--- src/rtl/dmem_arb_pkg.sv ---
// Shared definitions for the data-memory arbiter.
//   state_e          : arbiter FSM states
//   OWN_CORE/OWN_HOST: encoding of the owner output
//   ADDR_W_DEF/DATA_W_DEF : default bus widths
package dmem_arb_pkg;

  typedef enum logic [1:0] {
    IDLE  = 2'd0,
    GRANT = 2'd1,
    RESP  = 2'd2
  } state_e;

  localparam logic OWN_CORE = 1'b0;
  localparam logic OWN_HOST = 1'b1;

  localparam int ADDR_W_DEF = 32;
  localparam int DATA_W_DEF = 32;

endpackage

--- src/rtl/dmem_arb_starve_ctr.sv ---
// Host starvation counter for dmem_arbiter (built only with
// DMEM_ARB_STARVE_GUARD_EN).
//   clk, rst   : clock, async active-low reset
//   arb        : an IDLE arbitration is taking place this cycle
//   host_req   : host is requesting
//   host_win   : host wins this arbitration
//   force_host : host has lost STARVE_MAX times; it wins the next arbitration
module dmem_arb_starve_ctr #(
  parameter int STARVE_MAX = 8
) (
  input  logic clk,
  input  logic rst,
  input  logic arb,
  input  logic host_req,
  input  logic host_win,
  output logic force_host
);

  localparam int CW = $clog2(STARVE_MAX + 1);

  logic [CW-1:0] cnt;

  // Saturates at STARVE_MAX; a host grant always clears it.
  always_ff @(posedge clk or negedge rst) begin
    if (!rst)                                  cnt <= '0;
    else if (arb && host_win)                  cnt <= '0;
    else if (arb && host_req && !force_host)   cnt <= cnt + 1'b1;
  end

  assign force_host = (cnt == CW'(STARVE_MAX));

endmodule

--- src/rtl/dmem_arbiter.sv ---
// Two-requester arbiter for the single-port, word-addressed data memory
// (one-cycle synchronous read). Core has fixed priority; the host/debug port
// gets the memory when the core is idle. Each access takes IDLE -> GRANT ->
// RESP; the requester's ack pulses in RESP with read data alongside.
// Optional: DMEM_ARB_STARVE_GUARD_EN enables a host starvation guard.
//   clk, rst                  : clock, async active-low reset
//   core_req/we/addr/wdata    : core request (held until core_ack)
//   core_ack/rdata/stall      : core completion, read data, stall
//   host_req/we/addr/wdata    : host request (held until host_ack)
//   host_ack/rdata            : host completion, read data
//   mem_addr/we/wdata, mem_rdata : memory port
//   busy, owner               : FSM not idle; last grant (0 core, 1 host)
module dmem_arbiter
  import dmem_arb_pkg::*;
#(
  parameter int ADDR_W     = ADDR_W_DEF,
  parameter int DATA_W     = DATA_W_DEF,
  parameter int STARVE_MAX = 8
) (
  input  logic              clk,
  input  logic              rst,
  input  logic              core_req,
  input  logic              core_we,
  input  logic [ADDR_W-1:0] core_addr,
  input  logic [DATA_W-1:0] core_wdata,
  output logic              core_ack,
  output logic [DATA_W-1:0] core_rdata,
  output logic              core_stall,
  input  logic              host_req,
  input  logic              host_we,
  input  logic [ADDR_W-1:0] host_addr,
  input  logic [DATA_W-1:0] host_wdata,
  output logic              host_ack,
  output logic [DATA_W-1:0] host_rdata,
  output logic [ADDR_W-1:0] mem_addr,
  output logic              mem_we,
  output logic [DATA_W-1:0] mem_wdata,
  input  logic [DATA_W-1:0] mem_rdata,
  output logic              busy,
  output logic              owner
);

  state_e            state, state_nxt;
  logic              owner_nxt;
  logic              arb, host_win, force_host;
  logic [DATA_W-1:0] core_rdata_q, host_rdata_q;

  assign arb = (state == IDLE) && (core_req || host_req);

`ifdef DMEM_ARB_STARVE_GUARD_EN
  dmem_arb_starve_ctr #(.STARVE_MAX(STARVE_MAX)) u_starve (
    .clk       (clk),
    .rst       (rst),
    .arb       (arb),
    .host_req  (host_req),
    .host_win  (host_win),
    .force_host(force_host)
  );
`else
  localparam int unused_starve_max = STARVE_MAX;
  assign force_host = 1'b0;
`endif

  assign host_win = host_req && (!core_req || force_host);

  // FSM next state / owner
  always_comb begin
    state_nxt = state;
    owner_nxt = owner;
    case (state)
      IDLE:  if (arb) begin
               state_nxt = GRANT;
               owner_nxt = host_win ? OWN_HOST : OWN_CORE;
             end
      GRANT: state_nxt = RESP;
      RESP:  state_nxt = IDLE;
      default: state_nxt = IDLE;
    endcase
  end

  always_ff @(posedge clk or negedge rst) begin
    if (!rst) begin
      state <= IDLE;
      owner <= OWN_CORE;
    end else begin
      state <= state_nxt;
      owner <= owner_nxt;
    end
  end

  // Memory port is loaded at the arbitration edge so it is stable through
  // GRANT; address/data then hold, the write strobe lasts only GRANT.
  always_ff @(posedge clk or negedge rst) begin
    if (!rst) begin
      mem_addr  <= '0;
      mem_wdata <= '0;
      mem_we    <= 1'b0;
    end else if (arb) begin
      mem_addr  <= host_win ? host_addr  : core_addr;
      mem_wdata <= host_win ? host_wdata : core_wdata;
      mem_we    <= host_win ? host_we    : core_we;
    end else begin
      mem_we    <= 1'b0;
    end
  end

  // Read data is valid in RESP straight from memory; the register keeps it
  // afterwards until the same requester's next ack.
  always_ff @(posedge clk or negedge rst) begin
    if (!rst) begin
      core_rdata_q <= '0;
      host_rdata_q <= '0;
    end else if (state == RESP) begin
      if (owner == OWN_HOST) host_rdata_q <= mem_rdata;
      else                   core_rdata_q <= mem_rdata;
    end
  end

  assign core_ack   = (state == RESP) && (owner == OWN_CORE);
  assign host_ack   = (state == RESP) && (owner == OWN_HOST);
  assign core_rdata = core_ack ? mem_rdata : core_rdata_q;
  assign host_rdata = host_ack ? mem_rdata : host_rdata_q;
  assign core_stall = core_req && !core_ack;
  assign busy       = (state != IDLE);

endmodule

--- config.mk ---
export PLATFORM = sky130hd
export DESIGN_NAME = dmem_arbiter
export DESIGN_NICKNAME = d
export VERILOG_FILES = /design/src/rtl/dmem_arb_pkg.sv /design/src/rtl/dmem_arb_starve_ctr.sv /design/src/rtl/dmem_arbiter.sv
export SDC_FILE = /design/constraint.sdc
export NUM_CORES = 1
export LEC_CHECK = 0
export CORE_MARGIN = 2
export CORE_UTILIZATION = 38
export DETAILED_ROUTE_END_ITERATION = 7
export PLACE_DENSITY_LB_ADDON = 0.1
export SKIP_CTS_REPAIR_TIMING = 1
export SYNTH_ARGS = -nofsm -noshare
export SYNTH_HDL_FRONTEND = slang
export SYNTH_HIERARCHICAL = 1
export SYNTH_SLANG_ARGS = --single-unit
--- constraint.sdc ---
create_clock -name clk -period 1.6 [get_ports clk]
set_clock_uncertainty 0.05 [all_clocks]
set_input_delay 0.24 -clock clk [delete_from_list [all_inputs] [get_ports clk]]
set_output_delay 0.24 -clock clk [all_outputs]
set_load 0.02 [all_outputs]
==> impl_metrics.csv, run 1 <==
group,metric,value,unit
outcome,status,"finished, violations left",
outcome,violations,"setup timing",
final_layout,multiInputGateArea,3190,um^2
logic_synthesis,synth_seq_area_share,50.6,%
logic_synthesis,synth-edff-count,0,
clocking,path_clk_slew,0.05,ns
timing,worst_pin_slew,0.440,ns
place,pre_cts_ws,-0.537,ns
floorplanning,die_w,135,um
route,post-route-drc-count,0,
place,gp_congestion,0.746,
final_layout,layout.cells.non_filler,995,
final_layout,antenna_cells,0,
critical_path,reg2reg_slack,-0.14,ns
route,wl_per_cell,19.5,um
critical_path,crit_type,"reg -> out",
floorplanning,start_util,39.1,%
clocking,cts_buffers,17,
logic_synthesis,ys_async_sr_fraction,100,%
logic_synthesis,synth_top_cell_by_area,"dfrtp_1",
logic_synthesis,avgSynthCellArea,16.6,um^2
place,port-buffer-count,299,
clocking,cts_tree,"built",
final_layout,drive_above_1_share,52.3,%
global_routing,overflow,0,
global_routing,grt_usage,19.4,%
final_layout,area_delta_synth_final,75.0,%
logic_synthesis,synth_common_cells,"dfrtp_1, mux2_2, mux2_4",
critical_path,reg2reg_from,"state[0]",
logic_synthesis,synthesis.instances,394,
global_routing,grt_pass1_vias,4928,
timing,hold_viol_final,0,
route,dr.pass1.iters,4,
timing,slew_viol_final,0,
critical_path,end_kind,"output pin",
critical_path,cp_max_fo,5,
floorplanning,io_pins,300,
route,via_per_inst,4.72,
place,post_dp_cell_area,10100,um^2
logic_synthesis,ys.flop_type,"dfrtp_1",
floorplanning,fp.dieH,135,um
clocking,clkLatencyLatePin,0.40,ns
floorplanning,rows,47,
route,vias,4699,
logic_synthesis,synth.most_common_cell,"dfrtp_1",
clocking,clk_path_buf_depth,2,
final_layout,regArea,3300,um^2
logic_synthesis,synth_top_cell_area_share,50.6,%
global_routing,antenna_found_initial,0,
critical_path,ff2ff_path_depth,6,
timing,layout_setup_ws,-0.698,ns
clocking,cts_num_sinks,132,
timing,fmax,435,MHz
timing,rsz0062_at_grt,"true",
global_routing,grt_max_degree,50,
logic_synthesis,yosysWarnings,6,
flow_run,drv_cap,0,
critical_path,worstPathRequired,1.31,ns
critical_path,cp-startpoint,"state[0]",
timing,hold_ws,0.256,ns
route,ant_nets,0,
logic_synthesis,synth_area,6520,um^2
timing,finalCritPeriodShare,144,%
floorplanning,core,16700,um^2
logic_synthesis,ys_types,18,
place,dp_cells,922,
floorplanning,dieArea,18200,um^2
place,dp_hpwl,13.2,mm
critical_path,start_kind,"register",
worst_hold_path,hold_path_class,"in -> async",
timing,relSlewSlack,70.7,%
logic_synthesis,syn-num-nets,560,
final_layout,nNetsFinal,928,
critical_path,cp.arrival,2.01,ns
route,finalWirelength,19.4,mm
route,dr.first_iter.drc_count,148,
power,irDropWorstVdd,0.000980,V
timing,setup_viol,147,
final_layout,fillers,1208,
power,power.density,2100,nW/um^2
final_layout,postLayoutCoreUtil,68.4,%
clocking,root_buffer,"clkbuf_16",
final_layout,fin_area,11400,um^2
global_routing,grt_first_pass_wirelength,26.9,mm
clocking,htree_levels,4,
timing,finalCriticalPeriod,2.30,ns
power,cellLeakagePower,5.78,nW
logic_synthesis,yosys_register_bits,132,
critical_path,r2r-end,"host_rdata_q[11]",
logic_synthesis,synth.area.top_cells,"dfrtp_1, mux2_4, mux2_2, buf_12, buf_2",
worst max-delay path by stage:
stage / end / slack, ns / depth (start not counted)
after detailed placement: core_rdata[22] / -0.54 / 4
after global routing: host_rdata[27] / -0.77 / 6
after CTS: core_rdata[22] / -0.99 / 4
after floorplan: host_rdata[0] / -0.004 / 4
after global placement: core_rdata[2] / -0.50 / 4
final: host_rdata[27] / -0.70 / 6
per-stage QoR:
step                      total power, mW  TNS (ns)
after floorplan                      13.0   -0.0874
after global placement               18.3    -51.33
after detailed placement             18.5    -53.34
after CTS                            23.1    -75.33
after global routing                 25.1    -53.36
final                                24.0    -44.36
worst max-delay path, stage by stage (launching register included):
cell and delay [ns]:
dfrtp_1 0.39, nand3b_1 0.32, clkbuf_16 0.24, buf_6 0.12
buf_6 0.11, mux2_4 0.29, buf_6 0.13
state kept, by name (all words and copies together) (netlist names):
signal        count
state             2
mem_addr         32
owner             1
mem_we            1
mem_wdata        32
core_rdata_q     32
host_rdata_q     32
layout make-up:
cell class	count	share of cell area [%]
multi-input combinational	235	27.9
timing repair buffer	373	34.7
sequential	132	28.9
inverter	3	0.0986
clock inverter	7	1.45
tap	220	2.41
clock buffer	25	4.52
cell families (layout without fill, tap and decap cells):
kind of cell / after synthesis / count (layout) / synth area share, %
buffers and inverters: 28 / 408 / 3.93
DFF: 132 / 132 / 50.6
and+or+nand+nor: 6 / 6 / 0.691
muxes: 224 / 224 / 44.3
AOI/OAI and AO/OA: 4 / 5 / 0.441
cells in the final DEF (no fill, tap or decap), drive strengths merged:
master	netlist	final
a21oi	2	2
buf	25	120
bufinv	0	5
clkbuf	0	47
clkdlybuf4s50	0	164
clkinvlp	0	2
dfrtp	132	132
dlygate4sd3	0	1
dlymetal6s2s	0	66
inv	3	3
mux2	224	224
nand2b	1	1
nand3b	1	1
nor2	2	2
nor2b	1	1
nor3b	1	1
o21a	1	2
o221a	1	1
per-layer routing:
| layer | track usage, % | vias to the layer above | part of all wire, % |
|---|---|---|---|
| met5 | 0 | - | 0 |
| met4 | 5.84 | 0 | 1.1 |
| met3 | 7.32 | 17 | 7.2 |
| met2 | 34.3 | 187 | 52 |
| met1 | 21.9 | 2335 | 39 |
| li1 | - | 2160 | - |
power by group:
part	total [mW]	internal [mW]	switching (mW)	leakage, nW
clock network	4.43	3.02	1.41	0.326
logic	13.7	7.74	5.94	3.91
registers	5.92	5.08	0.833	1.55
total	24.0	15.8	8.18	5.78
No activity file was read; power rests on OpenSTA's default activity.
==> run 2: changes to the inputs <==
--- a/config.mk
+++ b/config.mk
@@ -5,7 +5,6 @@
 export SDC_FILE = /design/constraint.sdc
 export NUM_CORES = 1
 export LEC_CHECK = 0
-export CORE_MARGIN = 2
 export CORE_UTILIZATION = 38
 export DETAILED_ROUTE_END_ITERATION = 7
 export PLACE_DENSITY_LB_ADDON = 0.1
==> impl_metrics.csv, run 2 (synthesized netlist as in run 1, its figures left out) <==
group,metric,value,unit
outcome,status,"finished, violations left",
outcome,violations,"setup timing",
floorplanning,fp.dieH,133,um
route,post-route-drc-count,0,
global_routing,overflow,0,
floorplanning,start_util,39.1,%
place,dp_hpwl,13.1,mm
timing,layout_setup_ws,-0.759,ns
route,dr.first_iter.drc_count,139,
clocking,cts_tree,"built",
clocking,clkLatencyLatePin,0.40,ns
route,finalWirelength,19.5,mm
critical_path,reg2reg_from,"state[1]",
route,ant_nets,0,
route,wl_per_cell,19.4,um
critical_path,r2r-end,"mem_addr[12]",
floorplanning,dieArea,17700,um^2
global_routing,grt_pass1_vias,4806,
clocking,path_clk_slew,0.06,ns
final_layout,area_delta_synth_final,79.5,%
global_routing,grt_max_degree,44,
clocking,cts_buffers,17,
final_layout,fin_area,11700,um^2
floorplanning,rows,47,
timing,worst_pin_slew,0.434,ns
route,via_per_inst,4.72,
power,pwr-share-comb,59.9,%
route,vias,4741,
clocking,clk_path_buf_depth,2,
timing,setup_viol,160,
floorplanning,die_w,133,um
final_layout,drive_above_1_share,51.7,%
final_layout,final_common_cell,"clkdlybuf4s50_1",
clocking,cts_num_sinks,132,
timing,hold_viol_final,0,
clocking,htree_levels,4,
power,clkPwrFrac,15.8,%
power,seqPwrFrac,24.3,%
critical_path,worstPathRequired,1.31,ns
route,dr.pass1.iters,4,
power,cellLeakagePower,5.96,nW
critical_path,crit_type,"reg -> out",
critical_path,cp_max_fo,4,
critical_path,ff2ff_path_depth,7,
floorplanning,io_pins,300,
timing,finalCriticalPeriod,2.36,ns
flow_run,drv_cap,0,
place,post_dp_cell_area,10100,um^2
power,p_sw,8.31,mW
critical_path,start_kind,"register",
timing,hold_ws,0.277,ns
place,port-buffer-count,299,
clocking,root_buffer,"clkbuf_16",
final_layout,nNetsFinal,939,
final_layout,layout_common_cells,"clkdlybuf4s50_1, mux2_4, dfrtp_1, mux2_2, buf_6",
place,gp_congestion,0.812,
floorplanning,core,16700,um^2
timing,slew_viol_final,0,
global_routing,grt_first_pass_wirelength,26.7,mm
power,sw_frac_of_total,34.1,%
power,p_int,16.0,mW
global_routing,antenna_found_initial,0,
power,power.density,2080,nW/um^2
timing,relSlewSlack,71.0,%
timing,fmax,424,MHz
critical_path,cp.arrival,2.07,ns
critical_path,end_kind,"output pin",
critical_path,reg2reg_slack,-0.21,ns
timing,finalCritPeriodShare,147,%
final_layout,antenna_cells,0,
global_routing,grt_usage,19.9,%
worst_hold_path,hold_path_class,"in -> async",
timing,rsz0062_at_grt,"true",
power,irDropWorstVdd,0.00121,V
## run 2: metrics by stage
step | setup slack (ns) | instances | TNS (ns) | total power [mW] | util, %
4_1_cts | -1.00 | 951 | -71.29 | 22.5 | 63.8
3_3_place_gp | -0.542 | 921 | -49.31 | 18.2 | 60.3
2_1_floorplan | -0.00425 | 394 | -0.0874 | 13.0 | -
3_5_place_dp | -0.559 | 921 | -50.94 | 18.5 | 60.3
6_report | -0.759 | 1004 | -52.74 | 24.3 | 70.1
5_1_grt | -0.833 | 1004 | -65.61 | 25.4 | 70.1
## run 2: layout make-up
type,count,area [um^2]
flip-flops and latches,132,3300
well taps,220,275
multi-input cells,234,3160
clock inverters,11,136
repair buffers,385,4390
inverters,3,11.3
clock buffers,19,443
fillers,1130,4990
## run 2: layer usage
metal  up-vias  part of all wire, %  GRT usage (%)
met5         -                    0              0
met3        15                  6.4           6.40
li1       2178                    -              -
met2       183                   53           35.3
met4         0                  1.2           6.39
met1      2365                   39           22.4
## run 2: critical path: stages, from the launching register on
cell and delay, ns:
dfrtp_1 0.38, nand3b_1 0.35, clkbuf_16 0.26, buf_4 0.13, buf_6 0.12, mux2_4 0.29, buf_6 0.13
## run 2: power by group through the flow
stage | sequential, mW | combinational (mW) | clock [mW]
after floorplan | 6.84 | 6.18 | 0
after global placement | 5.89 | 12.4 | 0
after detailed placement | 5.92 | 12.6 | 0
after CTS | 5.93 | 12.6 | 3.92
after global routing | 6.09 | 15.2 | 4.11
final | 5.91 | 14.6 | 3.86
## run 2: worst max path at each step
stage               startpoint             end  slack (ns)  cells past startpoint
floorplan                owner   host_rdata[0]      -0.004                      4
global placement      state[0]   core_rdata[1]       -0.54                      4
detailed placement    state[0]   core_rdata[2]       -0.56                      4
CTS                   state[0]   core_rdata[2]       -1.00                      4
global route          state[0]  host_rdata[26]       -0.83                      6
finish                state[0]  host_rdata[14]       -0.76                      6
==> run 3: changes to the inputs <==
--- a/config.mk
+++ b/config.mk
@@ -5,10 +5,14 @@
 export SDC_FILE = /design/constraint.sdc
 export NUM_CORES = 1
 export LEC_CHECK = 0
-export CORE_UTILIZATION = 38
+export CAP_MARGIN = 20
+export CORE_AREA = 2 2 117 119
 export DETAILED_ROUTE_END_ITERATION = 7
+export DIE_AREA = 0 0 119 121
+export DONT_BUFFER_PORTS = 1
 export PLACE_DENSITY_LB_ADDON = 0.1
 export SKIP_CTS_REPAIR_TIMING = 1
+export SLEW_MARGIN = 20
 export SYNTH_ARGS = -nofsm -noshare
 export SYNTH_HDL_FRONTEND = slang
 export SYNTH_HIERARCHICAL = 1
==> impl_metrics.csv, run 3 (synthesized netlist as in run 1, its figures left out) <==
group,metric,value,unit
clocking,cts_tree,"built",
critical_path,end_kind,"output pin",
route,ant_nets,0,
final_layout,nNetsFinal,630,
timing,rsz0062_at_grt,"true",
floorplanning,core,13100,um^2
timing,setup_viol,67,
route,via_per_inst,5.43,
place,port-buffer-count,0,
place,pre_cts_ws,-0.0270,ns
power,seqPwrFrac,39.2,%
worst_hold_path,hold_path_class,"in -> async",
clocking,cts_buffers,17,
power,clkPwrFrac,19.7,%
power,sw_frac_of_total,37.7,%
critical_path,worstPathRequired,1.31,ns
floorplanning,dieArea,14400,um^2
place,post_dp_cell_area,6930,um^2
global_routing,grt_max_degree,133,
global_routing,overflow,0,
route,wl_per_cell,23.1,um
route,finalWirelength,15.0,mm
final_layout,layout_common_cells,"mux2_4, dfrtp_1, mux2_2, dlygate4sd3_1, buf_4",
route,dr.pass1.iters,7,
timing,finalCriticalPeriod,2.05,ns
floorplanning,die_w,119,um
critical_path,crit_top_cell,"buf_12",
critical_path,reg2reg_slack,0.05,ns
critical_path,crit_family,"flip-flops",
power,irDropWorstVdd,0.000969,V
floorplanning,rows,42,
flow_run,drv_cap,0,
timing,hold_ws,-0.524,ns
final_layout,antenna_cells,0,
power,p_sw,6.98,mW
timing,worst_pin_slew,0.339,ns
timing,hold_viol_final,132,
timing,setup_tns,-26.15,ns
global_routing,grt_first_pass_wirelength,21.0,mm
power,finalPower,18.5,mW
global_routing,antenna_found_initial,0,
final_layout,final_common_cell,"mux2_4",
timing,fmax,489,MHz
global_routing,use_met2,32.2,%
critical_path,start_kind,"register",
outcome,violations,"hold timing, setup timing",
place,gp_congestion,0.752,
critical_path,slowest_stage,"dfrtp_2",
final_layout,fillers,972,
place,dp_hpwl,10.1,mm
critical_path,crit_type,"reg -> out",
floorplanning,fp.dieH,121,um
route,post-route-drc-count,0,
final_layout,postLayoutCoreUtil,61.8,%
timing,finalCritPeriodShare,128,%
route,vias,3536,
global_routing,grt_use_met3,8.65,%
power,power.density,2290,nW/um^2
critical_path,cp_max_fo,11,
timing,relSlewSlack,77.4,%
clocking,path_clk_slew,0.06,ns
global_routing,use_met1,22.2,%
timing,layout_setup_ws,-0.447,ns
timing,slew_viol_final,0,
clocking,clkLatencyLatePin,0.41,ns
global_routing,grt_usage,19.3,%
power,p_int,11.5,mW
route,dr.first_iter.drc_count,199,
power,cellLeakagePower,3.75,nW
final_layout,area_delta_synth_final,23.9,%
clocking,cts_num_sinks,132,
global_routing,top_usage_layer,"met2",
critical_path,path_cells,"nor3b_4 > buf_12 > buf_12 > mux2_4",
critical_path,cp_num_buf_inv,2,
clocking,clk_path_buf_depth,2,
power,pwr-share-comb,41.2,%
critical_path,cp_slowest_stage_delay,0.43,ns
outcome,status,"finished, violations left",
final_layout,drive_above_1_share,62.7,%
critical_path,cp.arrival,1.76,ns
global_routing,grt_pass1_vias,3712,
floorplanning,start_util,49.9,%
final_layout,fin_area,8080,um^2
clocking,root_buffer,"clkbuf_16",
floorplanning,io_pins,300,
clocking,htree_levels,4,
[run 3: cell types whose count changed in the layout (fill, tap and decap cells not counted), sizes merged]
cell / previous run / this run
bufinv: 3 / 1
inv: 3 / 2
clkinv: 7 / 2
clkinvlp: 1 / 2
clkdlybuf4s50: 164 / 0
dlymetal6s2s: 76 / 0
buf: 133 / 35
dlygate4sd3: 1 / 36
o21a: 1 / 2
[run 3: path summary, 6_finish.rpt]
| kind | from | end | cells after the start |
|---|---|---|---|
| max in group asynchronous | rst | state[0] | 0 |
| setup reg to reg | owner | host_rdata_q[4] | 5 |
| hold reg to reg | state[1] | state[1] | 1 |
| min in group clk | mem_rdata[29] | host_rdata_q[29] | 1 |
| hold / removal | rst | mem_wdata[6] | 0 |
| setup / recovery | owner | core_rdata[27] | 4 |
[run 3: power groups by stage]
stage / Combinational, mW / Sequential, mW / Clock (mW)
floorplan: 6.18 / 6.84 / 0
global placement: 6.99 / 7.29 / 0
detailed placement: 7.13 / 7.27 / 0
CTS: 7.16 / 7.27 / 3.73
global route: 8.03 / 7.46 / 3.88
finish: 7.62 / 7.25 / 3.65
[run 3: metal layers]
layer | part of all wire, % | vias to the layer above
met5 | 0 | -
met4 | 1.1 | 0
met3 | 8.2 | 13
met2 | 51 | 184
met1 | 40 | 1787
li1 | - | 1552
[run 3: layout make-up]
cell class                      count  area (um^2)  area share, %
Clock buffer                       26          509           6.30
Clock inverter                      4         47.5          0.588
Inverter                            3         15.0          0.186
Multi-Input combinational cell    235         3140           38.9
Sequential cell                   132         3310           40.9
Tap cell                          176          220           2.73
Timing Repair Buffer               75          838           10.4
[run 3: per-stage QoR]
stage / cells / hold WS, ns
floorplan: 394 / -0.106
global placement: 572 / -0.103
detailed placement: 572 / -0.103
CTS: 602 / -0.548
global route: 651 / -0.552
finish: 651 / -0.524
